File: config.mk
export PLATFORM = sky130hd
export DESIGN_NAME = ov_sccb_master
export DESIGN_NICKNAME = d
export VERILOG_FILES = /design/src/rtl/ov_sccb_master.sv
export SDC_FILE = /design/constraint.sdc
export NUM_CORES = 1
export LEC_CHECK = 0
export ABC_AREA = 0
export ABC_CLOCK_PERIOD_IN_PS = 2700
export CORE_AREA = 2 2 106 108
export DETAILED_ROUTE_END_ITERATION = 6
export DIE_AREA = 0 0 108 110
export MAX_ROUTING_LAYER = met4
export PLACE_DENSITY_LB_ADDON = 0.15
export SLEW_MARGIN = 20
export SYNTH_ARGS = -nofsm -noshare
export SYNTH_HDL_FRONTEND = slang
export SYNTH_SLANG_ARGS = --single-unit
File: constraint.sdc
create_clock -name clk -period 2.7 [get_ports clk]
set_input_delay 0.405 -clock clk [delete_from_list [all_inputs] [get_ports clk]]
set_output_delay 0.405 -clock clk [all_outputs]
set_load 0.02 [all_outputs]
File: src/rtl/ov_sccb_master.sv
// SCCB master for Omnivision camera register access: 3-phase write, 2-phase
// write and read (2-phase write + 2-phase read) with a programmable SIO_C divider.
module ov_sccb_master #(
  parameter int CLK_DIV   = 125,
  parameter int SUB_BYTES = 1
) (
  input  logic                   clk,
  input  logic                   reset,
  input  logic                   start,
  input  logic [1:0]             mode,
  input  logic [6:0]             dev_id,
  input  logic [8*SUB_BYTES-1:0] sub_addr,
  input  logic [7:0]             w_data,
  output logic [7:0]             r_data,
  output logic                   busy,
  output logic                   done,
  output logic                   sio_c,
  output logic                   sio_d_o,
  output logic                   sio_d_oe,
  input  logic                   sio_d_i
);

  localparam int DW = (CLK_DIV > 1) ? $clog2(CLK_DIV) : 1;
  localparam logic [DW-1:0] DIV_MAX = DW'(CLK_DIV - 1);
  localparam int SW = 8 * SUB_BYTES;

  typedef enum logic [2:0] {S_IDLE, S_START, S_BYTE, S_STOP, S_GAP, S_DONE} state_t;

  state_t          state_q, state_d;
  logic [DW-1:0]   div_q, div_d;
  logic [1:0]      qtr_q, qtr_d;
  logic [3:0]      bit_q, bit_d;
  logic [2:0]      ph_q, ph_d;
  logic            rd_b_q, rd_b_d;
  logic [1:0]      mode_q, mode_d;
  logic [6:0]      id_q, id_d;
  logic [SW-1:0]   sub_q, sub_d;
  logic [7:0]      wd_q, wd_d;
  logic [7:0]      sh_q, sh_d;
  logic [7:0]      rdata_q, rdata_d;

  logic            tick;
  logic            rd_phase;
  logic [2:0]      last_idx;
  logic [7:0]      tx_byte;

  assign tick     = (div_q == DIV_MAX);
  assign rd_phase = rd_b_q && (ph_q == 3'd1);

  // Phase 0 is always the ID byte; then sub-address bytes MSB first; then write data.
  always_comb begin
    tx_byte = wd_q;
    if (ph_q == 3'd0) begin
      tx_byte = {id_q, rd_b_q};
    end else begin
      for (int i = 0; i < SUB_BYTES; i++) begin
        if (ph_q == 3'(i + 1)) tx_byte = sub_q[SW-8-8*i +: 8];
      end
    end
  end

  always_comb begin
    last_idx = 3'(SUB_BYTES);
    if (rd_b_q)             last_idx = 3'd1;
    else if (mode_q == 2'd0) last_idx = 3'(SUB_BYTES + 1);
  end

  always_comb begin
    state_d = state_q;
    div_d   = div_q;
    qtr_d   = qtr_q;
    bit_d   = bit_q;
    ph_d    = ph_q;
    rd_b_d  = rd_b_q;
    mode_d  = mode_q;
    id_d    = id_q;
    sub_d   = sub_q;
    wd_d    = wd_q;
    sh_d    = sh_q;
    rdata_d = rdata_q;
    case (state_q)
      S_IDLE: begin
        if (start) begin
          state_d = S_START;
          div_d   = '0;
          qtr_d   = 2'd0;
          bit_d   = 4'd0;
          ph_d    = 3'd0;
          rd_b_d  = 1'b0;
          mode_d  = (mode == 2'd3) ? 2'd1 : mode;
          id_d    = dev_id;
          sub_d   = sub_addr;
          wd_d    = w_data;
        end
      end
      S_DONE: state_d = S_IDLE;
      default: begin
        div_d = tick ? '0 : div_q + 1'b1;
        if (tick) begin
          qtr_d = qtr_q + 2'd1;
          if (state_q == S_BYTE && rd_phase && bit_q < 4'd8 && qtr_q == 2'd2)
            sh_d = {sh_q[6:0], sio_d_i};
          if (qtr_q == 2'd3) begin
            case (state_q)
              S_START: begin
                state_d = S_BYTE;
                bit_d   = 4'd0;
                ph_d    = 3'd0;
              end
              S_BYTE: begin
                if (bit_q == 4'd8) begin
                  bit_d = 4'd0;
                  if (ph_q == last_idx) state_d = S_STOP;
                  else                  ph_d    = ph_q + 3'd1;
                end else begin
                  bit_d = bit_q + 4'd1;
                end
              end
              S_STOP: begin
                if (mode_q == 2'd2 && !rd_b_q) begin
                  state_d = S_GAP;
                end else begin
                  state_d = S_DONE;
                  if (mode_q == 2'd2) rdata_d = sh_q;
                end
              end
              S_GAP: begin
                state_d = S_START;
                rd_b_d  = 1'b1;
              end
              default: state_d = S_IDLE;
            endcase
          end
        end
      end
    endcase
  end

  always_ff @(posedge clk or negedge reset) begin
    if (!reset) begin
      state_q <= S_IDLE;
      div_q   <= '0;
      qtr_q   <= 2'd0;
      bit_q   <= 4'd0;
      ph_q    <= 3'd0;
      rd_b_q  <= 1'b0;
      mode_q  <= 2'd0;
      id_q    <= 7'd0;
      sub_q   <= '0;
      wd_q    <= 8'd0;
      sh_q    <= 8'd0;
      rdata_q <= 8'd0;
    end else begin
      state_q <= state_d;
      div_q   <= div_d;
      qtr_q   <= qtr_d;
      bit_q   <= bit_d;
      ph_q    <= ph_d;
      rd_b_q  <= rd_b_d;
      mode_q  <= mode_d;
      id_q    <= id_d;
      sub_q   <= sub_d;
      wd_q    <= wd_d;
      sh_q    <= sh_d;
      rdata_q <= rdata_d;
    end
  end

  assign busy   = (state_q != S_IDLE) && (state_q != S_DONE);
  assign done   = (state_q == S_DONE);
  assign r_data = rdata_q;

  // Bus waveform is decoded straight from the registered state so reset takes effect at once.
  always_comb begin
    sio_c    = 1'b1;
    sio_d_o  = 1'b1;
    sio_d_oe = 1'b1;
    case (state_q)
      S_START: begin
        sio_c   = (qtr_q != 2'd3);
        sio_d_o = (qtr_q == 2'd0);
      end
      S_BYTE: begin
        sio_c = qtr_q[1];
        if (bit_q == 4'd8) begin
          sio_d_oe = rd_phase;
        end else if (rd_phase) begin
          sio_d_oe = 1'b0;
        end else begin
          sio_d_o = tx_byte[3'(4'd7 - bit_q)];
        end
      end
      S_STOP: begin
        sio_c   = (qtr_q != 2'd0);
        sio_d_o = qtr_q[1];
      end
      default: ;
    endcase
  end

endmodule
==> impl_metrics.env, run 1 <==
export IMPL_finalNonFillerCells=462
export IMPL_final_antenna_net_count=0
export IMPL_via_per_inst=4.74
export IMPL_io_pins=42
export IMPL_min_path_type="input pin to asynchronous set/reset pin"
export IMPL_cp_required_ns=2.30
export IMPL_fin_nets=355
export IMPL_end_kind="primary output"
export IMPL_synth_flop_cell="dfrtp_1"
export IMPL_rows=38
export IMPL_htree_levels=3
export IMPL_drc=0
export IMPL_max_slew_margin=0.546
export IMPL_synthArstFlopShare=1.00
export IMPL_layout_commonest_cell="dfrtp_1"
export IMPL_syn_inst=263
export IMPL_dr_pass1_iters=4
export IMPL_crit_start="ph_q[0]"
export IMPL_max_freq_ghz=0.371
export IMPL_post_dp_hpwl_mm=4.99
export IMPL_reg2reg_slack_ns=0.53
export IMPL_synth_nets=301
export IMPL_wl_met3_um=197
export IMPL_top_layer="met4"
export IMPL_antenna_found_initial=0
export IMPL_power_leakage_nw=1.71
export IMPL_peakVddDrop_uv=261
export IMPL_rr_startpoint="state_q[0]"
export IMPL_die_h_um=110
export IMPL_cts_buffers=9
export IMPL_clock_path_buffers=2
export IMPL_worst_pin_slew_ns=0.681
export IMPL_syn_to_final_growth_pct=27.9
export IMPL_ys_ff_latch=61
export IMPL_numPortBuffers=41
export IMPL_place_inst=445
export IMPL_outcome="finished, final reports clean"
export IMPL_rsz0062_at_grt="yes"
export IMPL_clock_sinks=61
export IMPL_synth_area_sq_um=3150
export IMPL_setup_violations=0
export IMPL_die_w_um=108
export IMPL_core_sq_um=10700
export IMPL_gp_congestion=0.805
export IMPL_critPathMaxStageDelay_ns=0.50
export IMPL_drv_cap=0
export IMPL_ys_seq_area_frac=0.485
export IMPL_wl_met2_mm=3.04
export IMPL_cts_tree="done"
export IMPL_fin_worst_skew_ns=0.0108
export IMPL_wirelength_mm=6.90
export IMPL_synth_edf_count=0
export IMPL_n_antenna_cell=0
export IMPL_die_area_sq_um=11900
export IMPL_final_hold_viol_count=0
export IMPL_grt_pass1_vias=2251
export IMPL_cp_max_fo=4
export IMPL_slew_violations=0
export IMPL_wl_met1_mm=3.50
export IMPL_num_vias=2189
export IMPL_period_needed_ns=2.70
export IMPL_clock_latency_ns=0.34
export IMPL_grt_max_degree=62
export IMPL_root_buffer="clkbuf_8"
export IMPL_grt_overflow=0
export IMPL_worstPathArrival_ns=2.29
export IMPL_startpoint_type="flop"
export IMPL_grt_first_pass_wirelength_mm=11.7
export IMPL_clkTransAtPathRegs_ns=0.07
export IMPL_crit_path_cell_trace="ha_4 > nand2b_4 > mux4_2 > o211ai_1 > o22ai_1 > a221o_1 > buf_6"
export IMPL_mostFrequentLayoutCells="dfrtp_1, mux2_2, clkdlybuf4s50_1"
export IMPL_yosys_warnings=0
export IMPL_start_util=0.294
export IMPL_drtIter0Drc=82
export IMPL_critPathKind="flop to primary output"
export IMPL_path_buf_inv=1
export IMPL_synth_cell_type_count=53
export IMPL_fin_util=0.376
export IMPL_cp_top_family="compound AO/OA/AOI/OAI gates"
export IMPL_power_density_nw_per_um2=787
export IMPL_track_usage=0.134
export IMPL_cp_slowest_cell="mux4_2"
export IMPL_drive_gt1_frac=0.276
export IMPL_avgSynthCellArea_sq_um=12.0
export IMPL_fin_crit_sh=0.999
export IMPL_wl_per_cell_um=14.9
-- sequential cells by signal (all words and copies together) (netlist names) --
name / flops
bit_q: 4
div_q: 7
id_q: 7
mode_q: 2
ph_q: 3
qtr_q: 2
r_data: 8
rd_b_q: 1
sh_q: 8
state_q: 3
sub_q: 8
wd_q: 8
-- logic make-up (layout without fill, tap and decap cells) --
kind of cell,after synthesis,in the layout,synth area share
buffers and inverters,23,82,0.0413
XOR/XNOR,5,5,0.0139
adder cells (fa/ha/maj),9,9,0.0358
flip-flops,61,61,0.485
AND/OR/NAND/NOR,76,76,0.139
multiplexers,50,50,0.201
AO/OA/AOI/OAI,39,39,0.0838
-- layout make-up --
| class | count | area (sq um) |
|---|---|---|
| fillers | 1078 | 6670 |
| multi-input cells | 179 | 1510 |
| flip-flops and latches | 61 | 1530 |
| well taps | 140 | 175 |
| repair buffers | 55 | 536 |
| clock inverters | 6 | 111 |
| inverters | 11 | 41.3 |
| clock buffers | 10 | 128 |
-- worst paths after layout --
path / end / cells after the start
worst min-delay path: sub_q[2] / 2
worst min register to register: sh_q[7] / 1
worst max-delay path: sio_d_o / 7
worst max register to register: sh_q[0] / 5
max in group asynchronous: div_q[6] / 2
min in group clk: sh_q[7] / 1
-- layer usage --
| layer | global-route usage | up-vias |
|---|---|---|
| met2 | 0.191 | 36 |
| met3 | 0.0265 | 16 |
| met5 | - | - |
| met4 | 0.0650 | 0 |
| met1 | 0.183 | 1072 |
| li1 | - | 1065 |
-- Yosys cell counts, types with 4 or more instances --
master	number	area (sq um)
buf_2	6	30.0
mux2_2	41	462
dfrtp_1	61	1530
o21ai_0	12	60.1
nor3_1	5	25.0
ha_1	9	113
nand2_1	19	71.3
xor2_1	5	43.8
nand3_1	10	50.1
nor2_1	13	48.8
o31ai_1	4	30.0
nand4_1	4	25.0
inv_1	10	37.5
mux4_2	4	90.1
a21oi_1	6	30.0
-- where the power goes --
group / leakage, nW / switching, mW / internal, mW
clock: 0.116 / 0.372 / 0.613
sequential: 0.788 / 0.163 / 1.15
combinational: 0.806 / 0.395 / 0.476
-- metrics by stage --
stage | cell area [sq um] | TNS (ns) | power (mW) | hold WS [ns] | setup slack, ns
5_1_grt | 4030 | -0.133 | 3.38 | 0.0698 | -0.113
3_3_place_gp | 3760 | -0.0940 | 2.20 | 0.442 | -0.0940
4_1_cts | 4000 | -0.128 | 3.21 | 0.0636 | -0.128
2_1_floorplan | 3150 | 0 | 1.88 | 0.109 | 0.397
3_5_place_dp | 3760 | -0.125 | 2.21 | 0.448 | -0.125
6_report | 4030 | 0 | 3.17 | 0.0516 | 0.00251
-- what timing repair did --
item | in CTS | in global routing
pin swaps | 0 | 2
gates resized for setup | 5 | 6
buffers inserted | 0 | 1
hold buffers | 0 | 0
setup endpoints to repair | 2 | 2
Note: power is estimated with default switching activity, not from simulation.
==> run 2, diff against run 1 <==
- GPL_ROUTABILITY_DRIVEN: default -> 0
- HOLD_SLACK_MARGIN: default -> 0.12
==> impl_metrics.env, run 2 (synthesized netlist as in run 1, its figures left out) <==
export IMPL_outcome="finished, final reports clean"
export IMPL_p_seq_frac=0.414
export IMPL_grt_pass1_vias=2254
export IMPL_clkTransAtPathRegs_ns=0.07
export IMPL_wl_per_cell_um=14.9
export IMPL_period_needed_ns=2.70
export IMPL_swShare=0.293
export IMPL_post_dp_hpwl_mm=4.99
export IMPL_power_density_nw_per_um2=786
export IMPL_core_sq_um=10700
export IMPL_cts_buffers=9
export IMPL_wirelength_mm=6.92
export IMPL_peakVddDrop_uv=261
export IMPL_rows=38
export IMPL_multi_input_area_sq_um=1510
export IMPL_track_usage=0.134
export IMPL_whs_ns=0.505
export IMPL_n_antenna_cell=0
export IMPL_numPortBuffers=41
export IMPL_grt_max_degree=62
export IMPL_max_freq_ghz=0.371
export IMPL_clkPwrFrac=0.311
export IMPL_internal_power_mw=2.24
export IMPL_power_leakage_nw=1.71
export IMPL_dr_pass1_iters=4
export IMPL_die_area_sq_um=11900
export IMPL_min_path_type="flop to flop"
export IMPL_rsz0062_at_grt="yes"
export IMPL_grt_first_pass_wirelength_mm=11.7
export IMPL_clock_sinks=61
export IMPL_critPathKind="flop to primary output"
export IMPL_combPwrFrac=0.275
export IMPL_mostFrequentLayoutCells="dfrtp_1, mux2_2, clkdlybuf4s50_1"
export IMPL_startpoint_type="flop"
export IMPL_place_inst=445
export IMPL_root_buffer="clkbuf_8"
export IMPL_setup_violations=0
export IMPL_cp_required_ns=2.30
export IMPL_drtIter0Drc=91
export IMPL_final_antenna_net_count=0
export IMPL_cts_tree="done"
export IMPL_drv_cap=0
export IMPL_fin_util=0.377
export IMPL_drive_gt1_frac=0.276
export IMPL_clock_latency_ns=0.34
export IMPL_htree_levels=3
export IMPL_grt_overflow=0
export IMPL_num_vias=2191
export IMPL_start_util=0.294
export IMPL_end_kind="primary output"
export IMPL_final_hold_viol_count=0
export IMPL_fin_nets=356
export IMPL_cp_max_fo=4
export IMPL_worstPathArrival_ns=2.29
export IMPL_switchingPower_uw=930
export IMPL_clock_path_buffers=2
export IMPL_die_w_um=108
export IMPL_fin_worst_skew_ns=0.0108
export IMPL_seq_area_sq_um=1530
export IMPL_finalNonFillerCells=463
export IMPL_syn_to_final_growth_pct=28.2
export IMPL_worst_pin_slew_ns=0.680
export IMPL_layout_commonest_cell="dfrtp_1"
export IMPL_via_per_inst=4.73
export IMPL_drc=0
export IMPL_die_h_um=110
export IMPL_max_slew_margin=0.546
export IMPL_slew_violations=0
export IMPL_antenna_found_initial=0
export IMPL_io_pins=42
export IMPL_nFillCells=1077
export IMPL_fin_crit_sh=0.999
run 2: repair_timing:
| action | CTS | global route |
|---|---|---|
| hold buffers | 1 | 0 |
| buffers inserted | 0 | 1 |
| setup endpoints to repair | 2 | 2 |
| endpoints found under the hold margin | 61 | 0 |
| pin swaps | 0 | 2 |
| gates resized for setup | 5 | 6 |
run 2: worst paths after layout:
check / start / to / slack (ns) / cells past startpoint
max: ph_q[0] / sio_d_o / 0.002 / 7
max reg2reg: state_q[0] / sh_q[0] / 0.53 / 5
max in group asynchronous: reset / div_q[6] / 1.83 / 3
min reg2reg: sh_q[7] / sh_q[7] / 0.51 / 1
min in group asynchronous: reset / sub_q[2] / 0.59 / 3
min: sh_q[7] / sh_q[7] / 0.51 / 1
run 2: stage by stage:
stage / area, sq um / TNS (ns) / power, mW / setup WS (ns)
final: 4040 / 0 / 3.17 / 0.00166
after global routing: 4040 / -0.133 / 3.38 / -0.113
after CTS: 4010 / -0.128 / 3.21 / -0.128
after detailed placement: 3760 / -0.125 / 2.21 / -0.125
after global placement: 3760 / -0.0940 / 2.20 / -0.0940
after floorplan: 3150 / 0 / 1.88 / 0.397
run 2: worst max-delay path, cell delays in order (launching register included):
cell and delay [ns]:
dfrtp_1 0.41, ha_4 0.18, nand2b_4 0.10, mux4_2 0.50, o211ai_1 0.17, o22ai_1 0.10
a221o_1 0.34, buf_6 0.15
run 2: layout make-up:
| class | count | area share |
|---|---|---|
| Sequential cell | 61 | 0.378 |
| Multi-Input combinational cell | 179 | 0.374 |
| Timing Repair Buffer | 56 | 0.135 |
| Tap cell | 140 | 0.0434 |
| Clock buffer | 10 | 0.0316 |
| Clock inverter | 6 | 0.0276 |
| Inverter | 11 | 0.0102 |
run 2: layer usage:
metal / global-route usage / part of all wire
met5: - / 0
met4: 0.0650 / 0.025
met3: 0.0265 / 0.029
met2: 0.191 / 0.44
met1: 0.183 / 0.51
run 2: power by group through the flow:
stage                     combinational (mW)  sequential [mW]  clock [mW]
after CTS                              0.872             1.32        1.02
final                                  0.872             1.31       0.985
after global placement                 0.866             1.33           0
after floorplan                        0.620             1.26           0
after global routing                   0.966             1.36        1.06
after detailed placement               0.870             1.34           0
